==> src/rtl/ex_mem_wb_pipe.sv <==
// ex_mem_wb_pipe
//   EX/MEM and MEM/WB pipeline registers plus the MEM-stage data-memory
//   handshake. A memory op sitting in EX/MEM drives mem_req until mem_ready.
//   While it waits, pipe_hold freezes the upstream stages and EX/MEM holds
//   its contents. During the same wait, MEM/WB receives bubbles.
//
// Ports
//   clk, rst              : clock, async active-high reset
//   ex_*                  : instruction leaving EX (valid, ctrl, rd, data)
//   ex_flush, EX_stall    : either one turns the EX instruction into a bubble
//   mem_req/we/addr/wdata : data-memory request, combinational from EX/MEM
//   mem_ready, mem_rdata  : memory completion and load data
//   pipe_hold             : freeze PC/IF/ID/EX this cycle
//   EX_MEM_*, MEM_WB_*    : pipeline register contents for forwarding/hazards
//   hold_cycles           : saturating count of held cycles
module ex_mem_wb_pipe #(
    parameter int XLEN       = 32,
    parameter int HOLD_CNT_W = 16
) (
    input  logic                  clk,
    input  logic                  rst,
    input  logic                  ex_valid,
    input  logic                  ex_flush,
    input  logic                  EX_stall,
    input  logic [4:0]            ex_rd,
    input  logic                  ex_regwrite,
    input  logic                  ex_memread,
    input  logic                  ex_memwrite,
    input  logic                  ex_memtoreg,
    input  logic [XLEN-1:0]       ex_alu_result,
    input  logic [XLEN-1:0]       ex_store_data,
    output logic                  mem_req,
    output logic                  mem_we,
    output logic [XLEN-1:0]       mem_addr,
    output logic [XLEN-1:0]       mem_wdata,
    input  logic                  mem_ready,
    input  logic [XLEN-1:0]       mem_rdata,
    output logic                  pipe_hold,
    output logic [4:0]            EX_MEM_rd,
    output logic                  EX_MEM_regwrite,
    output logic [XLEN-1:0]       EX_MEM_ALU_result,
    output logic                  EX_MEM_memtoreg,
    output logic                  EX_MEM_memread,
    output logic [4:0]            MEM_WB_rd,
    output logic [XLEN-1:0]       MEM_WB_result,
    output logic                  MEM_WB_regwrite,
    output logic [HOLD_CNT_W-1:0] hold_cycles
);

    typedef enum logic {MEM_IDLE, MEM_WAIT} mem_state_t;

    // EX/MEM
    logic            r_em_valid;
    logic [4:0]      r_em_rd;
    logic            r_em_regwrite;
    logic            r_em_memread;
    logic            r_em_memwrite;
    logic            r_em_memtoreg;
    logic [XLEN-1:0] r_em_alu;
    logic [XLEN-1:0] r_em_wdata;

    // MEM/WB
    logic [4:0]      r_wb_rd;
    logic [XLEN-1:0] r_wb_result;
    logic            r_wb_regwrite;

    logic [HOLD_CNT_W-1:0] r_hold_cycles;
    mem_state_t            r_state;
    mem_state_t            w_state_nxt;

    logic w_bubble;
    logic w_mem_op;
    logic w_pipe_hold;

    assign w_bubble    = !ex_valid | ex_flush | EX_stall;
    assign w_mem_op    = r_em_valid & (r_em_memread | r_em_memwrite);
    // A held access keeps EX/MEM frozen, so the request stays stable while waiting.
    assign w_pipe_hold = w_mem_op & !mem_ready;

    assign mem_req   = w_mem_op;
    assign mem_we    = r_em_memwrite;
    assign mem_addr  = r_em_alu;
    assign mem_wdata = r_em_wdata;
    assign pipe_hold = w_pipe_hold;

    assign EX_MEM_rd         = r_em_rd;
    assign EX_MEM_regwrite   = r_em_regwrite;
    assign EX_MEM_ALU_result = r_em_alu;
    assign EX_MEM_memtoreg   = r_em_memtoreg;
    assign EX_MEM_memread    = r_em_memread;
    assign MEM_WB_rd         = r_wb_rd;
    assign MEM_WB_result     = r_wb_result;
    assign MEM_WB_regwrite   = r_wb_regwrite;
    assign hold_cycles       = r_hold_cycles;

    always_ff @(posedge clk or posedge rst) begin
        if (rst) begin
            r_em_valid    <= 1'b0;
            r_em_rd       <= '0;
            r_em_regwrite <= 1'b0;
            r_em_memread  <= 1'b0;
            r_em_memwrite <= 1'b0;
            r_em_memtoreg <= 1'b0;
            r_em_alu      <= '0;
            r_em_wdata    <= '0;
        end else if (!w_pipe_hold) begin
            if (w_bubble) begin
                r_em_valid    <= 1'b0;
                r_em_rd       <= '0;
                r_em_regwrite <= 1'b0;
                r_em_memread  <= 1'b0;
                r_em_memwrite <= 1'b0;
                r_em_memtoreg <= 1'b0;
                r_em_alu      <= '0;
                r_em_wdata    <= '0;
            end else begin
                r_em_valid    <= 1'b1;
                r_em_rd       <= ex_rd;
                // Writes to x0 are dropped here so forwarding never sees them.
                r_em_regwrite <= ex_regwrite & (ex_rd != 5'd0);
                r_em_memread  <= ex_memread;
                r_em_memwrite <= ex_memwrite;
                r_em_memtoreg <= ex_memtoreg;
                r_em_alu      <= ex_alu_result;
                r_em_wdata    <= ex_store_data;
            end
        end
    end

    always_ff @(posedge clk or posedge rst) begin
        if (rst) begin
            r_wb_rd       <= '0;
            r_wb_result   <= '0;
            r_wb_regwrite <= 1'b0;
        end else if (w_pipe_hold) begin
            r_wb_rd       <= '0;
            r_wb_result   <= '0;
            r_wb_regwrite <= 1'b0;
        end else begin
            r_wb_rd       <= r_em_rd;
            r_wb_result   <= r_em_memtoreg ? mem_rdata : r_em_alu;
            r_wb_regwrite <= r_em_valid & r_em_regwrite;
        end
    end

    always_ff @(posedge clk or posedge rst) begin
        if (rst) begin
            r_hold_cycles <= '0;
        end else if (w_pipe_hold && (r_hold_cycles != '1)) begin
            r_hold_cycles <= r_hold_cycles + 1'b1;
        end
    end

    // The state is for observability only; pipe_hold alone steers the data.
    always_ff @(posedge clk or posedge rst) begin
        if (rst) r_state <= MEM_IDLE;
        else     r_state <= w_state_nxt;
    end

    always_comb begin
        w_state_nxt = r_state;
        case (r_state)
            MEM_IDLE: if (w_mem_op && !mem_ready) w_state_nxt = MEM_WAIT;
            MEM_WAIT: if (mem_ready)              w_state_nxt = MEM_IDLE;
            default:                              w_state_nxt = MEM_IDLE;
        endcase
    end

endmodule

==> config.mk <==
export PLATFORM = sky130hd
export DESIGN_NAME = ex_mem_wb_pipe
export DESIGN_NICKNAME = d
export VERILOG_FILES = /design/src/rtl/ex_mem_wb_pipe.sv
export SDC_FILE = /design/constraint.sdc
export NUM_CORES = 1
export LEC_CHECK = 0
export ABC_AREA = 1
export CAP_MARGIN = 20
export CORE_AREA = 2 2 143 145
export DETAILED_ROUTE_END_ITERATION = 10
export DIE_AREA = 0 0 145 147
export HOLD_SLACK_MARGIN = 0.1
export SLEW_MARGIN = 0
export SYNTH_ARGS = -nofsm -noshare
export SYNTH_HDL_FRONTEND = slang
export SYNTH_SLANG_ARGS = --single-unit
export TNS_END_PERCENT = 100
==> constraint.sdc <==
create_clock -name clk -period 8 [get_ports clk]
set_clock_uncertainty 0.1 [all_clocks]
set_input_delay 2 -clock clk [delete_from_list [all_inputs] [get_ports clk]]
set_output_delay 2 -clock clk [all_outputs]
set_load 0.01 [all_outputs]
==> metrics.txt <==
clk sinks 128; CTS clk-pin slew, worst paths 60 ps; initial core utilization 29.50%; FF-to-FF path depth 7; IO Pins 272; layout cells sized above 1 6.064%; post-synth cell types 26; die area 0.02132 mm²; initial antenna violation count 0; Post-DP Area 0.008534 mm²; Min Clock Period, post-route 5391 ps; Antenna diodes 0; post_cts resized 0; final layout net count 1,040; worst path required time 5900 ps; Power Density 178.5 mW/mm²; global-route wire length before repair 27.90 mm; drt total wl 17.31 mm; CTS tree built; worst-path maximum fanout 2; post-DP HPWL 11.90 mm; crit-path leading delay family buffers and inverters; die span in x 145 µm; crit path cell chain clkdlybuf4s50_1 > nand3b_1 > inv_1 > clkdlybuf4s50_1; H-tree depth 4; mapped cell area 0.005854 mm²; CTS root buffer clkbuf_16; crit path buf inv count 3; commonest non-fill, non-tap cell in the layout clkdlybuf4s50_1; hold_buf cts 0; R2R Setup Slk 5510 ps; WL per Instance 14.31 µm; number of setup buffers added after CTS 0; Placer Congestion 0.7912; Synth Net Count 813; relative slew slack 43.83%; status complete, no violations; Std-Cell Rows 52; vias in the first global route 5,137; Slowest Stage Delay on Critical Path 590 ps; fmax 185.5 MHz; worst hold-check path type register to register; Final Cell Area 0.009104 mm²; count of pins over their slew limit 0; clk buf depth 2; clk_lat worst skew 410 ps; TritonCTS Buffers 17; critical path's slowest cell clkdlybuf4s50_1; GRT Total Usage 16.58%; Finish-stage setup viols 0; DR pass1 iterations 4; Core Region 0.01984 mm²; Detailed Route Iter0 Violations 165; area grow syn2layout 55.50%; worst-margin pin slew 842.6 ps; Synth Register Bits 128; Yosys Warn Count 0; Mean Syn Cell Area 8.351 µm²; max cap viols 0; largest vdd supply drop 142.0 µV; Pleak 4.246 nW; register area share after synthesis 54.71%; die height 147 µm; WS Path Type primary input to output pin; Port Buffer Count 271; CP startpoint kind primary input; most frequent cells in the layout 271 x clkdlybuf4s50_1, 206 x nand2_1, 127 x dfrtp_1; Avg Vias per Cell 4.375; DR vias 5,294; DR DRC count 0; WP depth 4; unrepaired setup endpoints after global routing false; WP data arrival 3290 ps; Hold Violations, Final 0; post-detailed-route count of antenna-violating nets 0; hold depth 2; setup TNS 0 ps; Cells after Synth 701; Setup crit end kind output pin; CP dominant cell by count clkdlybuf4s50_1; Final Cycle Share 67.39%; pin count of the biggest net entering global routing 86; total grt overflow 0
-- tightest hold or removal path, delay by kind of cell (launching register included) --
family	cells	cell delay (ps)
simple gates	2	110
flops	1	340
-- power breakdown --
group          internal (mW)  switching [mW]  total [mW]
registers              0.670          0.0173       0.687
logic                  0.107          0.0755       0.183
clock network          0.458           0.298       0.756
-- layer usage --
layer,part of all wire (%),vias up,GRT usage [%]
met5,0,-,0
met3,8.0,20,5.217
li1,-,2603,-
met1,43,2471,21.42
met2,47,200,26.62
met4,1.5,0,5.347
-- synthesized netlist by cell type, drive strengths merged --
cell type,instances,area [µm²]
o21ai,76,395.4
clkbuf,11,41.29
xnor2,3,26.28
xor2,2,17.52
nand4,9,56.30
nand3b,1,7.510
buf,58,385.4
nand3,83,420.4
dfrtp,128,3203
nor2,21,103.8
clkinv,1,3.750
nand2,212,820.8
ha,1,12.51
nor3b,1,7.510
inv,94,352.8
-- cell type report --
| type | count | area [µm²] |
|---|---|---|
| flip-flops and latches | 128 | 3204 |
| multi-input cells | 409 | 1873 |
| clock buffers | 18 | 429.2 |
| clock inverters | 13 | 140.1 |
| inverters | 95 | 361.6 |
| repair buffers | 277 | 2758 |
| fillers | 1973 | 10740 |
| well taps | 270 | 337.8 |
-- per-stage QoR --
stage	worst slack, ps	hold WS, ps	std cells	util [%]	power (mW)
5_1_grt	2556	402.4	1210	45.88	1.695
2_1_floorplan	2487	385.7	701	-	0.7641
6_report	2609	374.0	1210	45.88	1.625
3_5_place_dp	2582	364.8	1179	43.01	0.8843
4_1_cts	2568	380.6	1210	45.88	1.653
3_3_place_gp	2576	361.3	1179	43.01	0.8825
-- flip-flops by register name, indices dropped and copies added, names as in the netlist --
register / flops
EX_MEM_ALU_result: 32
MEM_WB_result: 32
mem_wdata: 32
hold_cycles: 16
EX_MEM_rd: 5
MEM_WB_rd: 5
EX_MEM_memread: 1
EX_MEM_memtoreg: 1
EX_MEM_regwrite: 1
MEM_WB_regwrite: 1
mem_we: 1
r_em_valid: 1
-- cells by family after synthesis --
| family | count (synthesis) | share of synthesized area [%] |
|---|---|---|
| AO/OA/AOI/OAI | 76 | 6.754 |
| flip-flops | 128 | 54.71 |
| AND/OR/NAND/NOR | 327 | 24.19 |
| adder cells (fa/ha/maj) | 1 | 0.2137 |
| buffers and inverters | 164 | 13.38 |
| XOR/XNOR | 5 | 0.7482 |
-- final timing paths --
check,startpoint,end
setup reg to reg,mem_we$_DFFE_PP0N_,EX_MEM_ALU_result[27]$_DFFE_PP0N_
hold / removal,mem_wdata[23]$_DFFE_PP0N_,mem_wdata[23]$_DFFE_PP0N_
hold reg to reg,mem_wdata[23]$_DFFE_PP0N_,mem_wdata[23]$_DFFE_PP0N_
setup / recovery,mem_ready,pipe_hold
min in group asynchronous,rst,EX_MEM_ALU_result[16]$_DFFE_PP0N_
max in group asynchronous,rst,EX_MEM_ALU_result[20]$_DFFE_PP0N_
(Power assumes the default switching activity.)
